==> src/rtl/max7219_tx_pkg.sv <==
// Shared definitions for the MAX7219 serial transmitter: register map,
// FSM state encoding and frame packing.
package max7219_tx_pkg;

  localparam logic [7:0] REG_NOOP      = 8'h00;
  localparam logic [7:0] REG_DIG0      = 8'h01;
  localparam logic [7:0] REG_DIG1      = 8'h02;
  localparam logic [7:0] REG_DIG2      = 8'h03;
  localparam logic [7:0] REG_DIG3      = 8'h04;
  localparam logic [7:0] REG_DIG4      = 8'h05;
  localparam logic [7:0] REG_DIG5      = 8'h06;
  localparam logic [7:0] REG_DIG6      = 8'h07;
  localparam logic [7:0] REG_DIG7      = 8'h08;
  localparam logic [7:0] REG_DECODE    = 8'h09;
  localparam logic [7:0] REG_INTENSITY = 8'h0A;
  localparam logic [7:0] REG_SCANLIM   = 8'h0B;
  localparam logic [7:0] REG_SHUTDOWN  = 8'h0C;
  localparam logic [7:0] REG_TEST      = 8'h0F;

  typedef enum logic [1:0] {
    IDLE  = 2'd0,
    SHIFT = 2'd1,
    HOLD  = 2'd2
  } state_t;

  function automatic logic [15:0] make_frame(input logic [7:0] addr, input logic [7:0] data);
    return {addr, data};
  endfunction

endpackage

==> src/rtl/max7219_tx_if.sv <==
// Upstream request handshake plus the three-wire MAX7219 serial link.
interface max7219_tx_if;
  logic [7:0] addr_in;
  logic [7:0] din;
  logic       start;
  logic       busy;
  logic       done;
  logic       sck;
  logic       dout;
  logic       load;

  modport master (output addr_in, din, start, input busy, done, sck, dout, load);
  modport slave  (input addr_in, din, start, output busy, done, sck, dout, load);
endinterface

==> src/rtl/max7219_sck_div.sv <==
// Half-period tick generator: tick marks the last cycle of each sck half-period.
module max7219_sck_div #(
  parameter int CLK_DIV = 4
) (
  input  logic clock,
  input  logic reset,
  input  logic en,
  output logic tick
);

  localparam int CW = (CLK_DIV > 1) ? $clog2(CLK_DIV) : 1;
  localparam logic [CW-1:0] LAST = CW'(CLK_DIV - 1);

  logic [CW-1:0] div_cnt;

  // Held at zero while disabled so every frame starts on a fresh half-period.
  always_ff @(posedge clock or negedge reset) begin
    if (!reset)                div_cnt <= '0;
    else if (!en || div_cnt == LAST) div_cnt <= '0;
    else                       div_cnt <= div_cnt + CW'(1);
  end

  assign tick = en && (div_cnt == LAST);

endmodule

==> src/rtl/max7219_tx.sv <==
// MAX7219 transmitter: latches one {addr, data} word per handshake and shifts
// it MSB first on dout/sck inside a low load window.
module max7219_tx
  import max7219_tx_pkg::*;
#(
  parameter int CLK_DIV = 4
) (
  input logic         clock,
  input logic         reset,
  max7219_tx_if.slave bus
);

  state_t      state, state_n;
  logic [15:0] shreg, shreg_n;
  logic [3:0]  bit_cnt, bit_cnt_n;
  logic        sck_q, sck_n;
  logic        done_n, busy_n, load_n, dout_n;
  logic        tick;

  max7219_sck_div #(.CLK_DIV(CLK_DIV)) u_div (
    .clock (clock),
    .reset (reset),
    .en    (state != IDLE),
    .tick  (tick)
  );

  always_comb begin
    // NOTE: every target gets a default first, so no branch can infer a latch.
    state_n   = state;
    shreg_n   = shreg;
    bit_cnt_n = bit_cnt;
    sck_n     = sck_q;
    done_n    = 1'b0;
    case (state)
      IDLE: begin
        sck_n = 1'b0;
        if (bus.start) begin
          state_n   = SHIFT;
          shreg_n   = make_frame(bus.addr_in, bus.din);
          bit_cnt_n = 4'd0;
        end
      end
      SHIFT: begin
        if (tick) begin
          if (!sck_q) begin
            sck_n = 1'b1;
          end else begin
            sck_n     = 1'b0;
            shreg_n   = {shreg[14:0], 1'b0};
            bit_cnt_n = bit_cnt + 4'd1;
            if (bit_cnt == 4'd15) state_n = HOLD;
          end
        end
      end
      HOLD: begin
        sck_n = 1'b0;
        if (tick) begin
          state_n = IDLE;
          done_n  = 1'b1;
        end
      end
      default: state_n = IDLE;
    endcase
    // Outputs are derived from next-state values so they can be registered.
    busy_n = (state_n != IDLE);
    load_n = (state_n != SHIFT);
    dout_n = (state_n == SHIFT) ? shreg_n[15] : 1'b0;
  end

  always_ff @(posedge clock or negedge reset) begin
    if (!reset) begin
      state <= IDLE;
    end else begin
      // NOTE: sequential state uses non-blocking assignment so all flops update together.
      state <= state_n;
    end
  end

  always_ff @(posedge clock or negedge reset) begin
    if (!reset) begin
      // NOTE: the shift register is reset as well; its content is don't-care in IDLE
      // but a defined value keeps dout free of X after reset.
      shreg    <= '0;
      bit_cnt  <= '0;
      sck_q    <= 1'b0;
      bus.dout <= 1'b0;
      bus.load <= 1'b1;
      bus.busy <= 1'b0;
      bus.done <= 1'b0;
    end else begin
      shreg    <= shreg_n;
      bit_cnt  <= bit_cnt_n;
      sck_q    <= sck_n;
      bus.dout <= dout_n;
      bus.load <= load_n;
      bus.busy <= busy_n;
      bus.done <= done_n;
    end
  end

  assign bus.sck = sck_q;

endmodule

==> src/flat_wrapper.sv <==
// flat-port wrapper written by rule: the top's interface ports become plain ports
module max7219_tx_flat import max7219_tx_pkg::*;
#(
  parameter int CLK_DIV = 4
)
  (clock, reset, bus_addr_in, bus_din, bus_start, bus_busy, bus_done, bus_sck, bus_dout, bus_load);
  max7219_tx_if bus_i ();
  input logic clock;
  input logic reset;
  input wire logic [$bits(bus_i.addr_in)-1:0] bus_addr_in;
  input wire logic [$bits(bus_i.din)-1:0] bus_din;
  input wire logic [$bits(bus_i.start)-1:0] bus_start;
  output wire logic [$bits(bus_i.busy)-1:0] bus_busy;
  output wire logic [$bits(bus_i.done)-1:0] bus_done;
  output wire logic [$bits(bus_i.sck)-1:0] bus_sck;
  output wire logic [$bits(bus_i.dout)-1:0] bus_dout;
  output wire logic [$bits(bus_i.load)-1:0] bus_load;
  assign bus_i.addr_in = bus_addr_in;
  assign bus_i.din = bus_din;
  assign bus_i.start = bus_start;
  assign bus_busy = bus_i.busy;
  assign bus_done = bus_i.done;
  assign bus_sck = bus_i.sck;
  assign bus_dout = bus_i.dout;
  assign bus_load = bus_i.load;
  max7219_tx #(.CLK_DIV(CLK_DIV)) u_core (.clock(clock), .reset(reset), .bus(bus_i));
endmodule
==> config.mk <==
export PLATFORM = sky130hd
export DESIGN_NAME = max7219_tx_flat
export DESIGN_NICKNAME = d
export VERILOG_FILES = /design/src/rtl/max7219_tx_pkg.sv /design/src/rtl/max7219_tx_if.sv /design/src/rtl/max7219_sck_div.sv /design/src/rtl/max7219_tx.sv /design/src/flat_wrapper.sv
export SDC_FILE = /design/constraint.sdc
export NUM_CORES = 1
export LEC_CHECK = 0
export BUFFER_PORTS_ARGS = -buffer_cell sky130_fd_sc_hd__buf_2
export CORE_MARGIN = 2
export CORE_UTILIZATION = 45
export DETAILED_ROUTE_END_ITERATION = 10
export GPL_ROUTABILITY_DRIVEN = 1
export PLACE_DENSITY_LB_ADDON = 0.05
export SLEW_MARGIN = 0
export SYNTH_ARGS = -nofsm -noshare
export SYNTH_HDL_FRONTEND = slang
export SYNTH_SLANG_ARGS = --single-unit
export TNS_END_PERCENT = 1
==> constraint.sdc <==
create_clock -name clock -period 3.11 [get_ports clock]
set_input_delay 0.1555 -clock clock [delete_from_list [all_inputs] [get_ports clock]]
set_output_delay 0.1555 -clock clock [all_outputs]
set_load 0.005 [all_outputs]
# Word level (Yosys, flattened, before mapping)
# Index checks and enable logic that the tools add are counted.
dict set report op_classes {
  n_addsub 2
  reduce_logical 11
  n_eq_ne 9
  mux 21
}
# op count
set ops {}
lappend ops {{$mux 16} 3}
lappend ops {{$pmux 16 s2} 1}
lappend ops {{$mux 2} 6}
lappend ops {{$mux 4} 3}
lappend ops {{$pmux 4 s2} 1}
lappend ops {{$reduce_bool 2->1} 4}
lappend ops {{$ne 2x1->1 const B} 3}
lappend ops {{$pmux 2 s3} 1}
lappend ops {{$mux 1} 5}
lappend ops {{$add 4x1->4 const B} 1}
lappend ops {{$eq 2x1->1 const B} 2}
lappend ops {{$eq 2x2->1 const B} 2}
lappend ops {{$eq 4x4->1 const B} 1}
lappend ops {{$reduce_and 4->1} 1}
lappend ops {{$add 2x1->2 const B} 1}
lappend ops {{$logic_not 2->1} 1}
lappend ops {{$ne 2x2->1 const B} 1}
lappend ops {{$pmux 1 s2} 1}
lappend ops {{$reduce_and 2->1} 1}
lappend ops {{$reduce_or 2->1} 1}
lappend ops {{$logic_and 1x1->1} 1}
lappend ops {{$logic_not 1->1} 1}
lappend ops {{$logic_or 1x1->1} 1}
dict set report totals {
  word_cells 53
  out_inout_bits 5
  inputBits 19
  reg_bits 29
}

# Longest topological paths before layout
# Gate-level depths: netlist of the first run.
dict set report depth {
  ltp_word 7
  ltp_mapped 6
  mapped_depth_nobuf 4
}

# Modules after synthesis
# Synthesis of the first run repeated with hierarchy kept, for this count alone.
dict set report unflattened {
  cells_unflattened 103
  hier_area_um2 1306.3
}
# module area_each_um2 cells_per_inst instances seq_area_each_um2
set by_module_without_submodules {}
lappend by_module_without_submodules {max7219_tx 1214.9 97 1 676.9}
lappend by_module_without_submodules {max7219_sck_div 91.3 6 1 50.0}

# Worst setup path after synthesis of the first run
# No wires, ideal clock.
dict set report synth_path {
  kind {reg-to-reg}
  start {register u_core.u_div.div_cnt[0]}
  end {register u_core.shreg[15]}
  setup_time_ns 0.126
  n_path_buf 2
  t_arrival_ns 1.430
  synth_period_minus_slack_ns 1.556
  required_time_ns 2.984
  path_stages_with_launch 6
  slack_ns 1.554
  cell_sequence {dfrtp_1 ha_1 and4b_1 buf_6 buf_6 a221o_1}
}
dict set report synth_via {
  elab_chain_len 4
}
# item line
set synth_rtl {}
lappend synth_rtl {{from (decl)} max7219_sck_div.sv:14} ;# logic [CW-1:0] div_cnt;
lappend synth_rtl {{from (signal assigned)} max7219_sck_div.sv:20} ;# else div_cnt <= div_cnt + CW'(1);
lappend synth_rtl {{$eq 2x2->1} max7219_sck_div.sv:23} ;# assign tick = en && (div_cnt == LAST);
lappend synth_rtl {{$logic_and 1x1->1} max7219_sck_div.sv:23}
lappend synth_rtl {{$mux 16} max7219_tx.sv:44} ;# if (tick) begin
lappend synth_rtl {{$pmux 16 s2} max7219_tx.sv:34} ;# case (state)
lappend synth_rtl {{net u_core.shreg_n[15]} max7219_tx.sv:14} ;# logic [15:0] shreg, shreg_n;
lappend synth_rtl {{to (signal assigned)} max7219_tx.sv:91} ;# shreg <= shreg_n;
lappend synth_rtl {{to (decl)} max7219_tx.sv:14}
# The timed path passes the listed nets, and every way through them passes these cells. The select of a mux whose other input is x is not followed.
# A chain may end at the register's enable or synchronous reset.

# Worst setup path after layout of the first run
# Ends and elaborated chain as after synthesis.

==> results.toml, run 1 <==
[cts]
cts_resized = 0
path_clk_slew_ns = 0.08
postCtsSetupBuffers = 0
cts_tree = "done"
clockBufferDepth = 2
insertion_delay_ns = 0.32
htree_levels = 2
cts_buffers = 5
hold_buffers = 1
clock-sinks = 29
cts_root_buf = "clkbuf_4"

[synthesis]
ys_ff_latch = 29
synthFlopType = "dfrtp_1"
ys_warn_count = 0
syn-instance-count = 104
avgSynthCellArea_um2 = 12.52
synth_area_um2 = 1302
ys_types = 33
synth_seq_area_share_pct = 55.81
async_flop_share_pct = 100.0
synth_edf_count = 0
synthesis.nets = 125

[critical_path]
worst_path_largest_cell_delay_ns = 0.73
critPathBufInv = 0
path_delay_family = "simple AND/OR/NAND/NOR gates"
cp_max_fo = 19
crit_start = "u_core.u_div.div_cnt[0]"
critPathRequiredTime_ns = 3.32
start_kind = "register"
critPathKind = "reg -> reg"
cp.arrival_ns = 2.26
cpMaxStageDelayCell = "and4b_1"
r2r-start = "u_core.u_div.div_cnt[0]"
path_cells = "ha_1, and4b_1, nor2_4, a221o_1"
end_kind = "register"

[sta]
fin_tns_setup_ns = 0
period_minus_slack_ns = 2.055
finalSetupViolations = 0
tightest_slew_ns = 0.7499
hold_viol_final = 0
min_period_over_period_pct = 66.07
hold_ws_ns = 0.05664
grt_setup_unrepaired = "no"
clock_skew_ns = 0.003014
slew_headroom_pct = 49.79
fmax_ghz = 0.4866
slew_viol_final = 0

[power]
power_density_nw_per_um2 = 771.9
peakVddDrop_v = 0.0004067
p_leak_nw = 0.7770

[run]
cap_violations = 0

[route]
viasPerCell = 5.460
drc_errors = 0
drt_wl_total_um = 2304
drtIter0Drc = 31
antenna_left = 0
vias = 879
first_pass_iters = 4
wl_per_cell_um = 14.31

[die]
num_io_pins = 24
die_w_um = 57.80
rows = 19
dieArea_um2 = 3341
dieHeight_um = 57.80
initial_core_util_pct = 47.23
core_area_um2 = 2758

[global_routing]
grt_first_pass_wirelength_um = 4181
overflow = 0
grt_max_degree = 30
antenna_found_initial = 0
use_met2_pct = 25.00
globalRoute.busiestLayer = "met2"
grt.total_usage_pct = 16.68
grtUsageMet1_pct = 22.29
use_met3_pct = 6.250
grt_pass1_vias = 916

[worst_hold_path]
hold_class = "in -> reg"
hp-start = "bus_din[0]"

[cells_and_area]
nNetsFinal = 150
final_common_cell = "dfrtp_1"
design_area_um2 = 1475
syn2layout_area_growth_pct = 13.26
n_antenna_cell = 0
drive_gt1_share_pct = 26.15
final_cell_mix = "28 x dfrtp_1, 23 x buf_2, 16 x a22o_1"
layout.cells.non_filler = 161

[placed_design]
dp.cells = 152
placed_cell_area_um2 = 1406
hpwlAfterDp_um = 1551
port_buffers = 23
place.gp.congestion = 0.7208

[run_status]
outcome = "finished, final reports clean"
-- final cells by class --
class / count / area [um2]
clock buffer: 8 / 58.81
fill: 248 / 1282
inverter: 1 / 3.754
multi-input combinational: 67 / 514.2
sequential: 29 / 726.9
tap: 31 / 38.79
timing repair buffer: 25 / 132.6
-- power breakdown --
part	internal (W)	switching [W]
Clock	0.000111	0.000123
Combinational	0.000168	0.000130
Sequential	0.000518	0.0000878
-- path summary, 6_finish.rpt --
path                                           end  slack (ns)  cells past startpoint
setup / recovery                  u_core.shreg[15]        1.06                      4
hold / removal                     u_core.shreg[0]        0.06                      2
setup reg to reg                  u_core.shreg[15]        1.06                      4
hold reg to reg            u_core.u_div.div_cnt[0]        0.44                      1
max in group asynchronous        u_core.bit_cnt[3]        2.33                      2
min in group asynchronous          u_core.shreg[8]        0.38                      2
-- layer usage --
metal	wire [um]	part of all wire (%)
met1	1145	50
met2	990	43
met3	123	5.3
met4	44	1.9
met5	0	0
-- kinds of logic after synthesis --
family | count (synthesis) | share of synthesized area [%]
AO/OA/AOI/OAI | 41 | 24.30
XOR/XNOR | 1 | 0.6726
adder cells (fa/ha/maj) | 2 | 1.921
buffers and inverters | 8 | 4.706
flip-flops | 29 | 55.81
multiplexers | 1 | 0.8645
AND/OR/NAND/NOR | 22 | 11.72
-- through the flow --
stage               utilization, %  setup slack (ns)  power [W]
floorplan                        -             1.554  0.0008419
global placement             51.00             1.119  0.0009023
detailed placement           51.00             1.052  0.0009158
CTS                          53.49             1.038   0.001156
global route                 53.49            0.9079   0.001232
finish                       53.49             1.055   0.001139
-- flip-flops by register name (all words and copies together) (netlist names) --
register and count:
u_core.bus.done 1, u_core.bus.sck 1, u_core.shreg 16, u_core.u_div.div_cnt 2, u_core.state 2, u_core.bus.busy 1
u_core.bus.load 1, u_core.bit_cnt 4, u_core.bus.dout 1
-- cell usage after synthesis, types with 3 or more instances --
cell      instances  area (um2)
a22o_1           16       140.1
nand2b_1          3       18.77
a21o_1           14       105.1
dfrtp_1          28       700.7
and2_1            3       18.77
o21ai_0           5       25.02
buf_6             3       33.78
Power figures use the tool's default switching activity.
==> run 2: changes to the inputs <==
==> constraint.sdc (replaced) <==
create_clock -name clock -period 2.09 [get_ports clock]
set_input_delay 0.1045 -clock clock [delete_from_list [all_inputs] [get_ports clock]]
set_output_delay 0.1045 -clock clock [all_outputs]
set_load 0.005 [all_outputs]
==> results.toml, run 2 (synthesized netlist as in run 1, its figures left out) <==
[route]
wl_per_cell_um = 14.38
viasPerCell = 5.648
drtIter0Drc = 9
drc_errors = 0
first_pass_iters = 4
vias = 915
drt_wl_total_um = 2330
antenna_left = 0

[sta]
fmax_ghz = 0.5587
fin_tns_setup_ns = 0
hold_viol_final = 0
hold_ws_ns = 0.02051
finalSetupViolations = 0
min_period_over_period_pct = 85.64
period_minus_slack_ns = 1.790
grt_setup_unrepaired = "no"
slew_viol_final = 0
clock_skew_ns = 0.005304
slew_headroom_pct = 57.87
worst_slack_ns = 0.3000
tightest_slew_ns = 0.6320

[cells_and_area]
largest_reg_flops = 16
final_common_cell = "dfrtp_1"
fillCellCount = 259
n_antenna_cell = 0
nNetsFinal = 152
drive_gt1_share_pct = 28.24
final_cell_mix = "28 x dfrtp_1, 23 x buf_2, 16 x a22o_1"
largest-register = "u_core.shreg"
top_regs = "u_core.shreg (16), u_core.bit_cnt (4)"
syn2layout_area_growth_pct = 14.22

[global_routing]
grt.total_usage_pct = 16.43
grt_pass1_vias = 921
overflow = 0
antenna_found_initial = 0
grt_first_pass_wirelength_um = 4050
grt_max_degree = 30

[die]
die_w_um = 57.80
dieHeight_um = 57.80
dieArea_um2 = 3341
rows = 19
num_io_pins = 24
initial_core_util_pct = 47.23
core_area_um2 = 2758

[cts]
postCtsSetupBuffers = 0
clock-sinks = 29
path_clk_slew_ns = 0.09
clockBufferDepth = 2
cts_root_buf = "clkbuf_4"
cts_buffers = 5
htree_levels = 2
cts_tree = "done"
insertion_delay_ns = 0.32

[placed_design]
hpwlAfterDp_um = 1575
port_buffers = 23
place.gp.congestion = 0.7096
pre_cts_ws_ns = 0.04463

[worst_hold_path]
hp-start = "bus_din[0]"
hold_depth = 2
hold_class = "in -> reg"
min_to = "u_core.shreg[0]"

[critical_path]
crit_start = "u_core.u_div.div_cnt[0]"
cp_max_fo = 19
cpMaxStageDelayCell = "and4b_2"
path_delay_family = "simple AND/OR/NAND/NOR gates"
cp.arrival_ns = 2.00
critPathRequiredTime_ns = 2.30
start_kind = "register"
path_cells = "ha_1, and4b_2, nor2_4, a221o_1"
rrSetupSlack_ns = 0.30
rr_endpoint = "u_core.shreg[15]"
critPathKind = "reg -> reg"
rr_worst_depth = 4
r2r-start = "u_core.u_div.div_cnt[0]"
worst_path_largest_cell_delay_ns = 0.54
critPathBufInv = 0
end_kind = "register"

[power]
peakVddDrop_v = 0.0006610
finalPower_w = 0.001687
power_density_nw_per_um2 = 1134
p_leak_nw = 0.7850

[run_status]
outcome = "finished, final reports clean"

[run]
cap_violations = 0
[run 2: changes by cell type in the layout (fill, tap and decap cells not counted), sizes merged]
cell	before	now
buf	24	26
clkbuf	8	7
[run 2: area by class of cell]
| class | instances | area, um2 | area share (%) |
|---|---|---|---|
| inverters | 1 | 3.754 | 0.2523 |
| multi-input cells | 67 | 515.5 | 34.65 |
| flip-flops and latches | 29 | 726.9 | 48.86 |
| repair buffers | 27 | 147.6 | 9.924 |
| well taps | 31 | 38.79 | 2.607 |
| clock buffers | 7 | 55.05 | 3.701 |
[run 2: timing repair]
item | in CTS | in global routing
gates resized for setup | 0 | 1
setup endpoints to repair | 0 | 15
endpoints found under the hold margin | 28 | 0
hold buffers | 1 | 0
[run 2: power breakdown]
group          switching, W  internal, W  leakage [nW]
clock              0.000178     0.000158        0.0314
sequential         0.000125     0.000771         0.362
combinational      0.000200     0.000254         0.392
[run 2: routing by layer]
metal | track usage, % | wire, um | part of all wire, % | vias up
met5 | 0 | 0 | 0 | -
met4 | 8.970 | 57 | 2.4 | 0
met3 | 4.911 | 127 | 5.5 | 8
met2 | 26.79 | 1148 | 49 | 23
met1 | 19.44 | 996 | 43 | 439
li1 | - | - | - | 445
[run 2: worst max-delay path by stage]
stage,depth (start not counted),slack [ns],endpoint
after floorplan,5,0.53,u_core.shreg[15]
after global placement,4,0.10,u_core.shreg[15]
after detailed placement,4,0.04,u_core.shreg[15]
after CTS,4,0.02,u_core.shreg[15]
after global routing,4,0.15,u_core.shreg[15]
final,4,0.30,u_core.shreg[15]
[run 2: through the flow]
stage               utilization [%]  std cells  area, um2
floorplan                         -        104       1303
global placement              51.54        154       1421
detailed placement            51.54        154       1421
CTS                           53.90        162       1486
global route                  53.95        162       1488
finish                        53.95        162       1488
